$ cat config.mk
export PLATFORM = sky130hd
export DESIGN_NAME = dmem_bridge
export DESIGN_NICKNAME = d
export VERILOG_FILES = /design/src/rtl/dmem_pkg.sv /design/src/rtl/dmem_lane.sv /design/src/rtl/dmem_bridge.sv
export SDC_FILE = /design/constraint.sdc
export NUM_CORES = 1
export LEC_CHECK = 0
export ABC_CLOCK_PERIOD_IN_PS = 4400
export CAP_MARGIN = 10
export CORE_AREA = 2 2 148 150
export CTS_BUF_LIST = sky130_fd_sc_hd__clkbuf_4 sky130_fd_sc_hd__clkbuf_8
export DETAILED_ROUTE_END_ITERATION = 10
export DIE_AREA = 0 0 150 152
export MAX_ROUTING_LAYER = met4
export PLACE_DENSITY = 0.58
export SETUP_SLACK_MARGIN = 0.2
export SLEW_MARGIN = 10
export SYNTH_ARGS = -nofsm -noshare
export SYNTH_HDL_FRONTEND = slang
export SYNTH_SLANG_ARGS = --single-unit
$ cat constraint.sdc
create_clock -name clk_in -period 4.4 [get_ports clk_in]
set_input_delay 1.32 -clock clk_in [delete_from_list [all_inputs] [get_ports clk_in]]
set_output_delay 1.32 -clock clk_in [all_outputs]
set_load 0.01 [all_outputs]
$ cat src/rtl/dmem_pkg.sv
// dmem_pkg: shared definitions for the data-memory bridge.
//   - access width encodings driven by the CPU on dmem_width
//   - bridge state enum
//   - default CPU byte address of RAM word 0
//   - lane replication helper used by the byte-strobe store path
package dmem_pkg;

   localparam logic [1:0] W_WORD    = 2'b00;
   localparam logic [1:0] W_HALF    = 2'b01;
   localparam logic [1:0] W_BYTE    = 2'b10;
   localparam logic [1:0] W_ILLEGAL = 2'b11;

   localparam logic [31:0] DMEM_BASE_ADDR = 32'h1001_0000;

   typedef enum logic [1:0] {
      IDLE      = 2'd0,
      LOAD_WAIT = 2'd1,
      RMW_WRITE = 2'd2
   } dmem_state_t;

   // Copies the low byte/halfword of d into every lane of the word.
   function automatic logic [31:0] lane_replicate(input logic [31:0] d, input logic [1:0] w);
      case (w)
         W_BYTE:  lane_replicate = {4{d[7:0]}};
         W_HALF:  lane_replicate = {2{d[15:0]}};
         default: lane_replicate = d;
      endcase
   endfunction

endpackage

$ cat src/rtl/dmem_lane.sv
// dmem_lane: combinational byte/halfword lane steering.
//   Load side : ld_word, ld_off, ld_width, ld_signed -> ld_result (extended)
//   Store side: st_old, st_data, st_off, st_width    -> st_merged, st_mask
// Lanes are little-endian (byte k at bits [8k+7:8k]). Any width other than
// byte/half is treated as a full word.
module dmem_lane
   import dmem_pkg::*;
(
   input  logic [31:0] ld_word,
   input  logic [1:0]  ld_off,
   input  logic [1:0]  ld_width,
   input  logic        ld_signed,
   output logic [31:0] ld_result,
   input  logic [31:0] st_old,
   input  logic [31:0] st_data,
   input  logic [1:0]  st_off,
   input  logic [1:0]  st_width,
   output logic [31:0] st_merged,
   output logic [3:0]  st_mask
);

   logic [7:0]  ld_byte;
   logic [15:0] ld_half;

   always_comb begin
      ld_byte = ld_word[{ld_off, 3'b000} +: 8];
      ld_half = ld_off[1] ? ld_word[31:16] : ld_word[15:0];
      case (ld_width)
         W_BYTE:  ld_result = {{24{ld_signed & ld_byte[7]}}, ld_byte};
         W_HALF:  ld_result = {{16{ld_signed & ld_half[15]}}, ld_half};
         default: ld_result = ld_word;
      endcase
   end

   always_comb begin
      st_merged = st_old;
      st_mask   = 4'hF;
      case (st_width)
         W_BYTE: begin
            st_mask = 4'b0001 << st_off;
            st_merged[{st_off, 3'b000} +: 8] = st_data[7:0];
         end
         W_HALF: begin
            st_mask = st_off[1] ? 4'b1100 : 4'b0011;
            st_merged[{st_off[1], 4'b0000} +: 16] = st_data[15:0];
         end
         default: st_merged = st_data;
      endcase
   end

endmodule

$ cat src/rtl/dmem_bridge.sv
// dmem_bridge: CPU data port to word-wide synchronous-read RAM bridge.
//   Base-address translation, range/alignment checking, lane steering with
//   sign/zero extension, sub-word stores by read-modify-write.
// Optional build macro: DMEM_BYTE_STROBE_EN
//   defined   -> ram_be port exists, sub-word stores finish in one cycle
//                using byte strobes and replicated write data.
//   undefined -> no ram_be port, sub-word stores go through RMW_WRITE.
// Ports:
//   clk_in, rst (async, active low)
//   CPU side : dmem_r, dmem_w, dmem_width, dmem_signed, dmem_addr, dmem_wdata
//              -> dmem_rdata, dmem_stall, dmem_fault, fault_addr
//   RAM side : ram_addr, ram_re, ram_we, ram_wdata, [ram_be] <- ram_rdata
//
// state     | meaning
// IDLE      | evaluating CPU requests; word stores complete here
// LOAD_WAIT | RAM read data arriving, extracted lane registered to dmem_rdata
// RMW_WRITE | old word arriving, merged with captured store data and written
module dmem_bridge
   import dmem_pkg::*;
#(
   parameter logic [31:0] BASE_ADDR   = DMEM_BASE_ADDR,
   parameter int          DEPTH_WORDS = 2048,
   parameter int          AW          = $clog2(DEPTH_WORDS)
) (
   input  logic          clk_in,
   input  logic          rst,
   input  logic          dmem_r,
   input  logic          dmem_w,
   input  logic [1:0]    dmem_width,
   input  logic          dmem_signed,
   input  logic [31:0]   dmem_addr,
   input  logic [31:0]   dmem_wdata,
   output logic [31:0]   dmem_rdata,
   output logic          dmem_stall,
   output logic          dmem_fault,
   output logic [31:0]   fault_addr,
   output logic [AW-1:0] ram_addr,
   output logic          ram_re,
   output logic          ram_we,
   output logic [31:0]   ram_wdata,
`ifdef DMEM_BYTE_STROBE_EN
   output logic [3:0]    ram_be,
`endif
   input  logic [31:0]   ram_rdata
);

   localparam logic [32:0] SPAN_BYTES = 33'(DEPTH_WORDS) << 2;

   dmem_state_t   state, state_nxt;
   logic [31:0]   offset;
   logic [AW-1:0] req_word;
   logic          in_range, misaligned;
   logic          req, req_bad, req_ok;

   logic [1:0]    cap_off, cap_width;
   logic          cap_signed;
`ifndef DMEM_BYTE_STROBE_EN
   logic [AW-1:0] cap_addr;
   logic [31:0]   cap_wdata;
`endif

   logic [31:0]   ld_result, st_old, st_data, st_merged;
   logic [1:0]    st_off, st_width;
   logic [3:0]    st_mask;

   // Offset wraps modulo 2^32, so addresses below the base land far out of range.
   assign offset     = dmem_addr - BASE_ADDR;
   assign req_word   = offset[AW+1:2];
   assign in_range   = {1'b0, offset} < SPAN_BYTES;
   assign misaligned = ((dmem_width == W_HALF) && dmem_addr[0]) ||
                       ((dmem_width == W_WORD) && (dmem_addr[1:0] != 2'b00));
   // rst is folded in so that nothing reaches the RAM while reset is held.
   assign req        = rst && (state == IDLE) && (dmem_r || dmem_w);
   assign req_bad    = !in_range || (dmem_width == W_ILLEGAL) || misaligned ||
                       (dmem_r && dmem_w);
   assign req_ok     = req && !req_bad;

`ifdef DMEM_BYTE_STROBE_EN
   // With the old word set to the replicated data, the merge result is the
   // replicated data itself, and st_mask gives the byte strobes.
   assign st_old   = lane_replicate(dmem_wdata, dmem_width);
   assign st_data  = dmem_wdata;
   assign st_off   = dmem_addr[1:0];
   assign st_width = dmem_width;
`else
   // IDLE sees the live request (to classify word vs sub-word); RMW_WRITE
   // merges the captured store into the word the RAM just returned.
   assign st_old   = ram_rdata;
   assign st_data  = (state == IDLE) ? dmem_wdata     : cap_wdata;
   assign st_off   = (state == IDLE) ? dmem_addr[1:0] : cap_off;
   assign st_width = (state == IDLE) ? dmem_width     : cap_width;
`endif

   dmem_lane u_lane (
      .ld_word   (ram_rdata),
      .ld_off    (cap_off),
      .ld_width  (cap_width),
      .ld_signed (cap_signed),
      .ld_result (ld_result),
      .st_old    (st_old),
      .st_data   (st_data),
      .st_off    (st_off),
      .st_width  (st_width),
      .st_merged (st_merged),
      .st_mask   (st_mask)
   );

   always_ff @(posedge clk_in or negedge rst) begin
      if (!rst) begin
         state      <= IDLE;
         cap_off    <= '0;
         cap_width  <= '0;
         cap_signed <= 1'b0;
`ifndef DMEM_BYTE_STROBE_EN
         cap_addr   <= '0;
         cap_wdata  <= '0;
`endif
         dmem_rdata <= '0;
         fault_addr <= '0;
         dmem_fault <= 1'b0;
      end else begin
         state      <= state_nxt;
         dmem_fault <= req && req_bad;
         if (req && req_bad) begin
            fault_addr <= dmem_addr;
         end
         if (req_ok) begin
            cap_off    <= dmem_addr[1:0];
            cap_width  <= dmem_width;
            cap_signed <= dmem_signed;
`ifndef DMEM_BYTE_STROBE_EN
            cap_addr   <= req_word;
            cap_wdata  <= dmem_wdata;
`endif
         end
         if (state == LOAD_WAIT) begin
            dmem_rdata <= ld_result;
         end
      end
   end

   always_comb begin
      state_nxt  = state;
      dmem_stall = 1'b0;
      ram_re     = 1'b0;
      ram_we     = 1'b0;
      ram_addr   = '0;
      ram_wdata  = '0;
`ifdef DMEM_BYTE_STROBE_EN
      ram_be     = 4'h0;
`endif
      case (state)
         IDLE: begin
            if (req_ok && dmem_r) begin
               ram_re     = 1'b1;
               ram_addr   = req_word;
               dmem_stall = 1'b1;
               state_nxt  = LOAD_WAIT;
            end else if (req_ok) begin
`ifdef DMEM_BYTE_STROBE_EN
               ram_we    = 1'b1;
               ram_addr  = req_word;
               ram_wdata = st_merged;
               ram_be    = st_mask;
`else
               ram_addr = req_word;
               if (st_mask == 4'hF) begin
                  ram_we    = 1'b1;
                  ram_wdata = st_merged;
               end else begin
                  ram_re     = 1'b1;
                  dmem_stall = 1'b1;
                  state_nxt  = RMW_WRITE;
               end
`endif
            end
         end
         LOAD_WAIT: begin
            state_nxt = IDLE;
         end
`ifndef DMEM_BYTE_STROBE_EN
         RMW_WRITE: begin
            ram_we    = 1'b1;
            ram_addr  = cap_addr;
            ram_wdata = st_merged;
            state_nxt = IDLE;
         end
`endif
         default: begin
            state_nxt = IDLE;
         end
      endcase
   end

endmodule

# Yosys cells after proc, flatten, opt, wreduce, memory -nomap -nowiden
# Cells that the tools add are included.
dict set report totals {
  regBits 115
  input_bits 103
  word_cells 80
}
dict set report op_classes {
  n_addsub 3
  n_lt_le_gt_ge 1
  n_eq_ne 11
  shift 6
  n_mux 29
  bitwise_logic 2
  n_reduce_logical 19
}
# operator n
set op_table {}
lappend op_table {{case mux 32 bit (2 select lines)} 3}
lappend op_table {{two-way mux 32 bit} 4}
lappend op_table {{bitwise mux 32 bit} 2}
lappend op_table {{less-than comparator 32 x 14 -> 1 bit (second input constant)} 1}
lappend op_table {{variable shift 16 x 7 -> 32 bit (first input constant)} 1}
lappend op_table {{variable shift 8 x 7 -> 32 bit (first input constant)} 1}
lappend op_table {{variable part select 16 x 7 -> 32 bit} 1}
lappend op_table {{variable part select 32 x 6 -> 8 bit} 1}
lappend op_table {{variable part select 8 x 7 -> 32 bit} 1}
lappend op_table {{subtractor 32 x 29 -> 32 bit (second input constant)} 1}
lappend op_table {{two-way mux 11 bit} 2}
lappend op_table {{case mux 11 bit (2 select lines)} 1}
lappend op_table {{two-way mux 16 bit} 1}
lappend op_table {{negation 5 -> 7 bit} 2}
lappend op_table {{two-way mux 2 bit} 6}
lappend op_table {{== test 2 x 1 -> 1 bit (second input constant)} 4}
lappend op_table {{== test 2 bit (second input constant)} 4}
lappend op_table {{logical AND 1 bit} 8}
lappend op_table {{case mux 4 bit (2 select lines)} 1}
lappend op_table {{two-way mux 1 bit} 7}
lappend op_table {{logical OR 1 bit} 5}
lappend op_table {{== test 4 bit (second input constant)} 1}
lappend op_table {{logical NOT 2 bit} 2}
lappend op_table {{two-way mux 4 bit} 1}
lappend op_table {{other kinds (8)} 10}

# Longest topological paths before layout
# Gate-level depths: netlist of the first run.
dict set report logic_depth {
  depth_word 11
  ltp_mapped 12
  ltp_nobuf 10
}

# Cells and area by module
# From an unflattened synthesis of the first run, not the netlist that was laid out.
dict set report unflattened {
  cells_unflattened 598
  area_unflattened_um2 7196.9
}
# mod instances cells_each area_each_um2 seq_area_each_um2
set by_module_without_submodules {}
lappend by_module_without_submodules {dmem_bridge 1 363 5536.6 2877.8}
lappend by_module_without_submodules {dmem_lane 1 235 1660.3 0.0}

# Worst setup path after synthesis of the first run
# Ideal clock, no wire load.
dict set report synth_timing {
  path_kind {input-to-output}
  startpoint {input dmem_addr[1]}
  endpoint {output ram_wdata[24]}
  t_arrival_ps 3443
  required_time_ps 3080
  path_slack_ps -363
  stages 9
  path_cell_list {buf_2 -> or3b_2 -> and2_1 -> ha_1 -> nor2b_1 -> nand3b_1 -> nor2_1 -> a22oi_1 -> a211oi_1}
}
dict set report synth_via {
  elab_chain_len 11
  word_cells_on_any_way 30
}
# element line_no
set synth_lines {}
lappend synth_lines {{from (decl)} dmem_bridge.sv:31} ;# input logic [31:0] dmem_addr,
lappend synth_lines {{subtractor 32 x 29 -> 32 bit} dmem_bridge.sv:67} ;# assign offset = dmem_addr - BASE_ADDR;
lappend synth_lines {{less-than comparator 32 x 14 -> 1 bit} dmem_bridge.sv:69} ;# assign in_range = {1'b0, offset} < SPAN_BYTES;
lappend synth_lines {{logical NOT 1 bit} dmem_bridge.sv:74} ;# assign req_bad = !in_range || (dmem_width == W_ILLEGAL) || misaligned ||
lappend synth_lines {{logical OR 1 bit (3 in a row)} dmem_bridge.sv:74}
lappend synth_lines {{logical NOT 1 bit} dmem_bridge.sv:76} ;# assign req_ok = req && !req_bad;
lappend synth_lines {{logical AND 1 bit} dmem_bridge.sv:76}
lappend synth_lines {{two-way mux 32 bit or logical AND 1 bit (tied branches)} {dmem_bridge.sv:159, dmem_bridge.sv:154}}
lappend synth_lines {{two-way mux 32 bit} dmem_bridge.sv:154} ;# if (req_ok && dmem_r) begin
lappend synth_lines {{case mux 32 bit (2 select lines) *} dmem_bridge.sv:152} ;# case (state)
lappend synth_lines {{to (decl)} dmem_bridge.sv:40} ;# output logic [31:0] ram_wdata,
# Mark *: on every way between the ends. The rest lies on a longest branch, timed or not.

# Worst setup path in the final report of the first run
dict set report layout_timing {
  startpoint {input dmem_addr[1]}
  endpoint {output ram_wdata[28]}
}
# The elaborated chain is that of the path after synthesis.

==> qor.json, run 1 <==
{
  "outcome": {"value": "finished with violations"},
  "failed_checks": {"value": "setup timing"},
  "finalClockSkew": {"value": 12.7, "unit": "ps"},
  "critical_path.cell_chain": {"value": "buf_8 -> or3b_4 -> and2_4 -> ha_4 -> nor2b_1 -> nand3b_1 -> nor2_2 -> buf_6 -> a22oi_2 -> a211oi_4 -> buf_2"},
  "cts.htree.levels": {"value": 4},
  "io_pins": {"value": 214},
  "seq_area_frac_synth": {"value": 0.445},
  "gpl.final_weighted_congestion": {"value": 0.882},
  "power.leakage": {"value": 0.00464, "unit": "uW"},
  "grt_use_met2": {"value": 0.344},
  "clock_sinks": {"value": 115},
  "cts_tree": {"value": "done"},
  "port_buffers": {"value": 213},
  "global_route.peak_usage_layer": {"value": "met2"},
  "cpLargestDelayFamily": {"value": "simple AND/OR/NAND/NOR gates"},
  "detailedPlace.worstSlack": {"value": -1140, "unit": "ps"},
  "cap_viol_max_count": {"value": 0},
  "netlist_top_cells_count": {"value": "115 x dfrtp_1, 88 x nand2_1, 72 x mux2_2, 49 x nand3_1, 42 x a21oi_1"},
  "worst-setup-path-type": {"value": "in -> out"},
  "drv_slew": {"value": 0},
  "critical_path.slowest_cell": {"value": "or3b_4"},
  "global_route.overflow_total": {"value": 0},
  "drt_drc_violations_left": {"value": 0},
  "required": {"value": 3080, "unit": "ps"},
  "clkSlewWorstSetupHoldPaths": {"value": 80, "unit": "ps"},
  "floorplan.die.height": {"value": 152, "unit": "microns"},
  "rows": {"value": 54},
  "startpoint_type": {"value": "primary input"},
  "drt-wirelength-per-cell": {"value": 19.5, "unit": "microns"},
  "initial_core_util": {"value": 0.303},
  "ctsLongestPathBuffers": {"value": 2},
  "avgViaCountPerCell": {"value": 5.10},
  "synth-edff-count": {"value": 0},
  "drive_above_1_share": {"value": 0.365},
  "main_synth_ff_type": {"value": "dfrtp_1"},
  "postSynthRegisterBits": {"value": 115},
  "finalWorstSetupSlack": {"value": -230, "unit": "ps"},
  "critical_path.max_stage_delay": {"value": 370, "unit": "ps"},
  "hold_path_class": {"value": "reg -> reg"},
  "area.growth.synth_to_final": {"value": 62.8, "unit": "%"},
  "final_core_utilization": {"value": 0.493},
  "yosysMostFrequentCell": {"value": "dfrtp_1"},
  "cts_inserted_buffers": {"value": 17},
  "timing.critical_path.buf_inv": {"value": 3},
  "setup_violations": {"value": 45},
  "post-route-period-util": {"value": 1.05},
  "layout.nets": {"value": 1054},
  "cts_hold_buffers": {"value": 0},
  "rsz0062_at_grt": {"value": "true"},
  "worstPathArrival": {"value": 3310, "unit": "ps"},
  "number_of_drc_markers_after_the_initial_detailed_route_iteration": {"value": 279},
  "overall_fraction_of_global_route_tracks_in_use": {"value": 0.218},
  "post_syn_instances": {"value": 653},
  "cellPowerDensity": {"value": 266, "unit": "nW/um^2"},
  "grtUsageMet1": {"value": 0.281},
  "pin_count_of_the_biggest_net_entering_global_routing": {"value": 60},
  "yosysTopAreaCellShare": {"value": 0.445},
  "route.antenna.remaining_nets": {"value": 0},
  "yosysWarningCount": {"value": 0},
  "synth_top_cells_by_area": {"value": "dfrtp_1 44%, mux2_2 13%, nand2_1 5.1%"},
  "gr-usage-met3": {"value": 0.0483},
  "final.setup.tns": {"value": -7230, "unit": "ps"},
  "async_reset_ff_frac": {"value": 1.00},
  "grt_first_pass_wirelength": {"value": 37300, "unit": "microns"},
  "fmaxAchievable": {"value": 0.216, "unit": "GHz"},
  "number_of_global_route_vias_before_repair": {"value": 6548},
  "tightestPinTransition": {"value": 1170, "unit": "ps"},
  "drt_pre_antenna_iters": {"value": 5},
  "coreArea": {"value": 21400, "unit": "sq um"},
  "worstSkewPairLatency": {"value": 440, "unit": "ps"},
  "die_width": {"value": 150, "unit": "microns"},
  "crit_path_time_final": {"value": 4630, "unit": "ps"},
  "synth_area_leader_cell": {"value": "dfrtp_1"},
  "worstPathMaxFanout": {"value": 5},
  "hold_violation_total_from_the_final_report": {"value": 0},
  "design_area": {"value": 10500, "unit": "sq um"},
  "setup.worst_path.end_class": {"value": "primary output"},
  "vias": {"value": 6307},
  "antenna_found_initial": {"value": 2},
  "timing.slew.headroom": {"value": 0.218},
  "routed_wirelength": {"value": 24100, "unit": "microns"},
  "post_synth_instance_area": {"value": 6470, "unit": "sq um"},
  "post_synth_num_cell_types": {"value": 52},
  "avgSynthCellArea": {"value": 9.91, "unit": "sq um"},
  "cts_root_buffer": {"value": "clkbuf_8"},
  "dpl_cell_area": {"value": 9480, "unit": "sq um"},
  "fp.dieArea": {"value": 22800, "unit": "sq um"},
  "ir_worst_vdd": {"value": 0.198, "unit": "mV"},
  "synth.net_count": {"value": 765},
  "place_hpwl": {"value": 16800, "unit": "microns"}
}
-- worst register-to-register path, stage by stage (launching register included) --
cell and delay [ps]:
dfrtp_1 390, buf_4 160, or2_1 310, nor2_1 220
buf_4 150, and3_4 210, buf_12 110, buf_4 90
bufbuf_16 260, buf_4 160, mux2_1 330
-- worst paths after layout --
| check | slack, ps | cells past startpoint | end | start |
|---|---|---|---|---|
| hold reg to reg | 490 | 2 | dmem_rdata[4] | dmem_rdata[4] |
| hold / removal | 490 | 2 | dmem_rdata[4] | dmem_rdata[4] |
| max in group asynchronous | 1980 | 3 | fault_addr[8] | rst |
| setup reg to reg | 1890 | 10 | cap_off[1] | state[1] |
| setup / recovery | -230 | 11 | ram_wdata[28] | dmem_addr[1] |
| min in group asynchronous | 1100 | 2 | cap_wdata[27] | rst |
-- logic make-up after synthesis --
family | share of synthesized area
AND/OR/NAND/NOR | 0.154
AO/OA/AOI/OAI | 0.169
flip-flops | 0.445
multiplexers | 0.165
buffers and inverters | 0.0495
adder cells (fa/ha/maj) | 0.0174
XOR/XNOR | 0.00135
-- final cells by class --
type	count	area, sq um
Fill cell	2052	10800
Multi-Input combinational cell	469	3770
Timing Repair Buffer	320	3000
Sequential cell	115	2880
Tap cell	280	350
Clock buffer	19	262
Clock inverter	13	196
Inverter	19	71.3
Antenna cell	2	5.00
-- registers in the layout (all words and copies together), names as in the netlist --
name	count
dmem_rdata	32
dmem_fault	1
cap_width	2
cap_wdata	32
state	2
cap_signed	1
cap_off	2
cap_addr	11
fault_addr	32
-- metal layers --
layer,vias up,part of all wire
met1,3090,0.44
met5,-,0
met2,232,0.48
met3,34,0.064
met4,0,0.025
li1,2951,-
-- cell usage in the layout (no fill, tap or decap), drive strengths merged, types with 10 or more instances in the layout --
cell | netlist | layout
clkbuf | 32 | 19
o21ai | 22 | 22
a22o | 25 | 25
dfrtp | 115 | 115
nand2 | 88 | 88
nor2 | 24 | 24
a22oi | 15 | 15
a21oi | 42 | 42
clkdlybuf4s50 | 0 | 157
mux2 | 82 | 82
nand3 | 50 | 50
mux2i | 12 | 12
buf | 18 | 157
inv | 19 | 23
and3 | 10 | 10
-- repair_timing --
action	in CTS	in global routing
gates cloned	4	0
pin swaps	45	22
buffers inserted	23	3
setup endpoints to repair	46	46
resized for setup	282	40
-- per-stage QoR --
stage                     hold slack (ps)  total power, uW  std cells
after floorplan                       459             1300        653
after global placement                462             1610       1173
after detailed placement              473             1610       1173
after CTS                             491             2820       1232
after global routing                  516             2920       1237
final                                 487             2800       1237
-- power breakdown --
part	internal [uW]	switching (uW)	leakage, uW
clock network	658	506	0.000224
logic	287	239	0.00300
registers	1090	20.1	0.00142
total	2040	765	0.00464
No activity file was read; power rests on OpenSTA's default activity.
==> inputs of run 2 (changes only) <==
--- a/config.mk
+++ b/config.mk
@@ -7,12 +7,12 @@
 export LEC_CHECK = 0
 export ABC_CLOCK_PERIOD_IN_PS = 4400
 export CAP_MARGIN = 10
-export CORE_AREA = 2 2 148 150
+export CORE_AREA = 2 2 176 126
 export CTS_BUF_LIST = sky130_fd_sc_hd__clkbuf_4 sky130_fd_sc_hd__clkbuf_8
 export DETAILED_ROUTE_END_ITERATION = 10
-export DIE_AREA = 0 0 150 152
+export DIE_AREA = 0 0 178 128
 export MAX_ROUTING_LAYER = met4
-export PLACE_DENSITY = 0.58
+export PLACE_DENSITY = 0.59
 export SETUP_SLACK_MARGIN = 0.2
 export SLEW_MARGIN = 10
 export SYNTH_ARGS = -nofsm -noshare
==> run 2 against run 1 <==
Effect of this change: the flow still finishes with violations (setup timing); final cell count fell by 0.49%; worst hold slack improved by 4.7 ps; setup slack got worse by 36 ps; sequential power barely moved; register-to-register slack barely moved; die area barely moved; clock skew fell by 2.0 ps; critical path type unchanged; critical endpoint unchanged.
==> qor.json, run 2 (same netlist as run 1, synthesis figures left out) <==
{
  "area.growth.synth_to_final": {"value": 61.8, "unit": "%", "change": "was 62.8%"},
  "setup.worst_path.end_class": {"value": "primary output", "change": "unchanged"},
  "cts_hold_buffers": {"value": 0, "change": "unchanged"},
  "layout_commonest_cell": {"value": "clkdlybuf4s50_1", "change": "unchanged"},
  "critical_path.max_stage_delay": {"value": 370, "unit": "ps", "change": "about the same"},
  "worstPathMaxFanout": {"value": 7, "change": "was 5"},
  "r2r_start": {"value": "state[1]", "change": "unchanged"},
  "tightestPinTransition": {"value": 1130, "unit": "ps", "change": "was 1170 ps"},
  "hold_path_startpoint": {"value": "cap_addr[8]", "change": "was dmem_rdata[4]"},
  "die_width": {"value": 178, "unit": "microns", "change": "was 150 microns"},
  "crit_path_time_final": {"value": 4670, "unit": "ps", "change": "was 4630 ps"},
  "vias": {"value": 6367, "change": "was 6307"},
  "avgViaCountPerCell": {"value": 5.17, "change": "was 5.10"},
  "coreArea": {"value": 21200, "unit": "sq um", "change": "was 21400 sq um"},
  "grt_first_pass_wirelength": {"value": 37900, "unit": "microns", "change": "was 37300 microns"},
  "antenna_found_initial": {"value": 1, "change": "was 2"},
  "power.total": {"value": 2660, "unit": "uW", "change": "was 2800 uW"},
  "io_pins": {"value": 214, "change": "unchanged"},
  "number_of_drc_markers_after_the_initial_detailed_route_iteration": {"value": 522, "change": "was 279"},
  "critical_path.slowest_cell": {"value": "or3b_4", "change": "unchanged"},
  "drive_above_1_share": {"value": 0.355, "change": "was 0.365"},
  "number_of_global_route_vias_before_repair": {"value": 6189, "change": "was 6548"},
  "post-route-period-util": {"value": 1.06, "change": "was 1.05"},
  "routed_wirelength": {"value": 25100, "unit": "microns", "change": "was 24100 microns"},
  "required": {"value": 3080, "unit": "ps", "change": "about the same"},
  "clkSlewWorstSetupHoldPaths": {"value": 70, "unit": "ps", "change": "was 80 ps"},
  "cap_viol_max_count": {"value": 0, "change": "unchanged"},
  "worstSkewPairLatency": {"value": 440, "unit": "ps", "change": "about the same"},
  "worstPathArrival": {"value": 3350, "unit": "ps", "change": "was 3310 ps"},
  "cts_root_buffer": {"value": "clkbuf_8", "change": "unchanged"},
  "startpoint_type": {"value": "primary input", "change": "unchanged"},
  "setup_violations": {"value": 45, "change": "unchanged"},
  "gpl.final_weighted_congestion": {"value": 0.927, "change": "was 0.882"},
  "final.setup.tns": {"value": -6680, "unit": "ps", "change": "was -7230 ps"},
  "hold_violation_total_from_the_final_report": {"value": 0, "change": "unchanged"},
  "cts_inserted_buffers": {"value": 17, "change": "unchanged"},
  "layout.nets": {"value": 1047, "change": "was 1054"},
  "detailedPlace.worstSlack": {"value": -1130, "unit": "ps", "change": "was -1140 ps"},
  "critical_path.cell_chain": {"value": "buf_6 -> or3b_4 -> and2_4 -> ha_4 -> nor2b_1 -> nand3b_1 -> nor2_2 -> buf_4 -> a22oi_1 -> a211oi_4 -> buf_2", "change": "was buf_8 -> or3b_4 -> and2_4 -> ha_4 -> nor2b_1 -> nand3b_1 -> nor2_2 -> buf_6 -> a22oi_2 -> a211oi_4 -> buf_2"},
  "cts_tree": {"value": "done", "change": "unchanged"},
  "fp.dieArea": {"value": 22800, "unit": "sq um", "change": "about the same"},
  "outcome": {"value": "finished with violations", "change": "unchanged"},
  "biggestRegsByFlops": {"value": "cap_wdata (32), dmem_rdata (32), fault_addr (32)", "change": "unchanged"},
  "port_buffers": {"value": 213, "change": "unchanged"},
  "finalWorstSetupSlack": {"value": -267, "unit": "ps", "change": "was -230 ps"},
  "drt-wirelength-per-cell": {"value": 20.4, "unit": "microns", "change": "was 19.5 microns"},
  "route.antenna.remaining_nets": {"value": 0, "change": "unchanged"},
  "initial_core_util": {"value": 0.305, "change": "was 0.303"},
  "timing.slew.headroom": {"value": 0.245, "change": "was 0.218"},
  "end_of_the_worst_hold_path": {"value": "cap_addr[8]", "change": "was dmem_rdata[4]"},
  "cts.htree.levels": {"value": 4, "change": "unchanged"},
  "clock_sinks": {"value": 115, "change": "unchanged"},
  "rows": {"value": 45, "change": "was 54"},
  "drv_slew": {"value": 0, "change": "unchanged"},
  "top_library_cells_by_usage_in_the_layout_fill_and_taps_aside": {"value": "149 x clkdlybuf4s50_1, 115 x dfrtp_1, 85 x nand2_1, 78 x buf_4, 72 x mux2_2", "change": "was 157 x clkdlybuf4s50_1, 115 x dfrtp_1, 85 x nand2_1, 85 x buf_4, 72 x mux2_2"},
  "floorplan.die.height": {"value": 128, "unit": "microns", "change": "was 152 microns"},
  "ir_worst_vdd": {"value": 0.152, "unit": "mV", "change": "was 0.198 mV"},
  "ctsLongestPathBuffers": {"value": 2, "change": "unchanged"},
  "pin_count_of_the_biggest_net_entering_global_routing": {"value": 40, "change": "was 60"},
  "drt_drc_violations_left": {"value": 0, "change": "unchanged"},
  "place_hpwl": {"value": 18300, "unit": "microns", "change": "was 16800 microns"},
  "r2r_end": {"value": "cap_addr[5]", "change": "was cap_off[1]"},
  "power.leakage": {"value": 0.00467, "unit": "uW", "change": "was 0.00464 uW"},
  "worst-setup-path-type": {"value": "in -> out", "change": "unchanged"},
  "global_route.overflow_total": {"value": 0, "change": "unchanged"},
  "hold_path_class": {"value": "reg -> reg", "change": "unchanged"},
  "cellPowerDensity": {"value": 254, "unit": "nW/um^2", "change": "was 266 nW/um^2"},
  "finalClockSkew": {"value": 10.7, "unit": "ps", "change": "was 12.7 ps"},
  "reg2reg_setup_slack": {"value": 1880, "unit": "ps", "change": "was 1890 ps"},
  "final_core_utilization": {"value": 0.494, "change": "was 0.493"},
  "drt_pre_antenna_iters": {"value": 5, "change": "unchanged"},
  "r2r_cells": {"value": 9, "change": "was 10"},
  "worstSetupStartpoint": {"value": "dmem_addr[1]", "change": "unchanged"},
  "rsz0062_at_grt": {"value": "true", "change": "unchanged"},
  "overall_fraction_of_global_route_tracks_in_use": {"value": 0.228, "change": "was 0.218"},
  "failed_checks": {"value": "setup timing", "change": "unchanged"},
  "fmaxAchievable": {"value": 0.214, "unit": "GHz", "change": "was 0.216 GHz"},
  "whs_path_depth": {"value": 1, "change": "was 2"}
}
## run 2: cell types whose count changed in the layout (fill, tap and decap cells not counted), sizes merged
| cell | change |
|---|---|
| dlymetal6s2s | +8 |
| clkinvlp | +3 |
| clkdlybuf4s15 | -2 |
| clkbuf | +2 |
| buf | -7 |
| dlygate4sd2 | +1 |
| bufinv | -2 |
| clkdlybuf4s50 | -8 |
| inv | -2 |
| diode | -1 |
## run 2: power breakdown
group / total (uW) / leakage, uW / internal (uW) / switching (uW)
sequential: 1110 / 0.00142 / 1090 / 19.6
clock: 1020 / 0.000191 / 539 / 485
combinational: 525 / 0.00306 / 276 / 249
## run 2: layout make-up
type | count | area, sq um
fillers | 1938 | 10800
multi-input cells | 469 | 3800
inverters | 19 | 73.8
flip-flops and latches | 115 | 2880
clock inverters | 12 | 130
clock buffers | 20 | 269
repair buffers | 313 | 2970
well taps | 282 | 353
diodes | 1 | 2.50
## run 2: how the worst max path moves through the flow
| stage | endpoint | slack, ps | cells after the start |
|---|---|---|---|
| after floorplan | ram_wdata[10] | -30 | 9 |
| after global placement | ram_wdata[15] | -1100 | 10 |
| after detailed placement | ram_wdata[14] | -1130 | 10 |
| after CTS | ram_wdata[26] | -320 | 9 |
| after global routing | ram_wdata[8] | -330 | 11 |
| final | ram_wdata[28] | -270 | 11 |
## run 2: stage by stage
| step | cells | area (sq um) | hold WS (ps) |
|---|---|---|---|
| after floorplan | 653 | 6620 | 459 |
| after global placement | 1172 | 9460 | 468 |
| after detailed placement | 1172 | 9460 | 476 |
| after CTS | 1224 | 10200 | 495 |
| after global routing | 1231 | 10500 | 514 |
| final | 1231 | 10500 | 492 |
## run 2: metal layers
layer | vias up | track usage | routed length (microns)
li1 | 2931 | - | -
met1 | 3134 | 0.334 | 12200
met2 | 278 | 0.307 | 10400
met3 | 24 | 0.0741 | 2360
met4 | 0 | 0.0362 | 231
met5 | - | - | 0
## run 2: critical path: cells and delay by family
family	cells	cell delay [ps]
adders and majority gates	1	250
and+or+nand+nor	5	930
AOI/OAI and AO/OA	2	430
buffers and inverters	3	410
## run 2: what timing repair did
action	CTS	global route
setup buffers	16	6
cloned	4	0
endpoints found under the setup margin	46	46
gates resized for setup	276	50
pin swaps	29	23
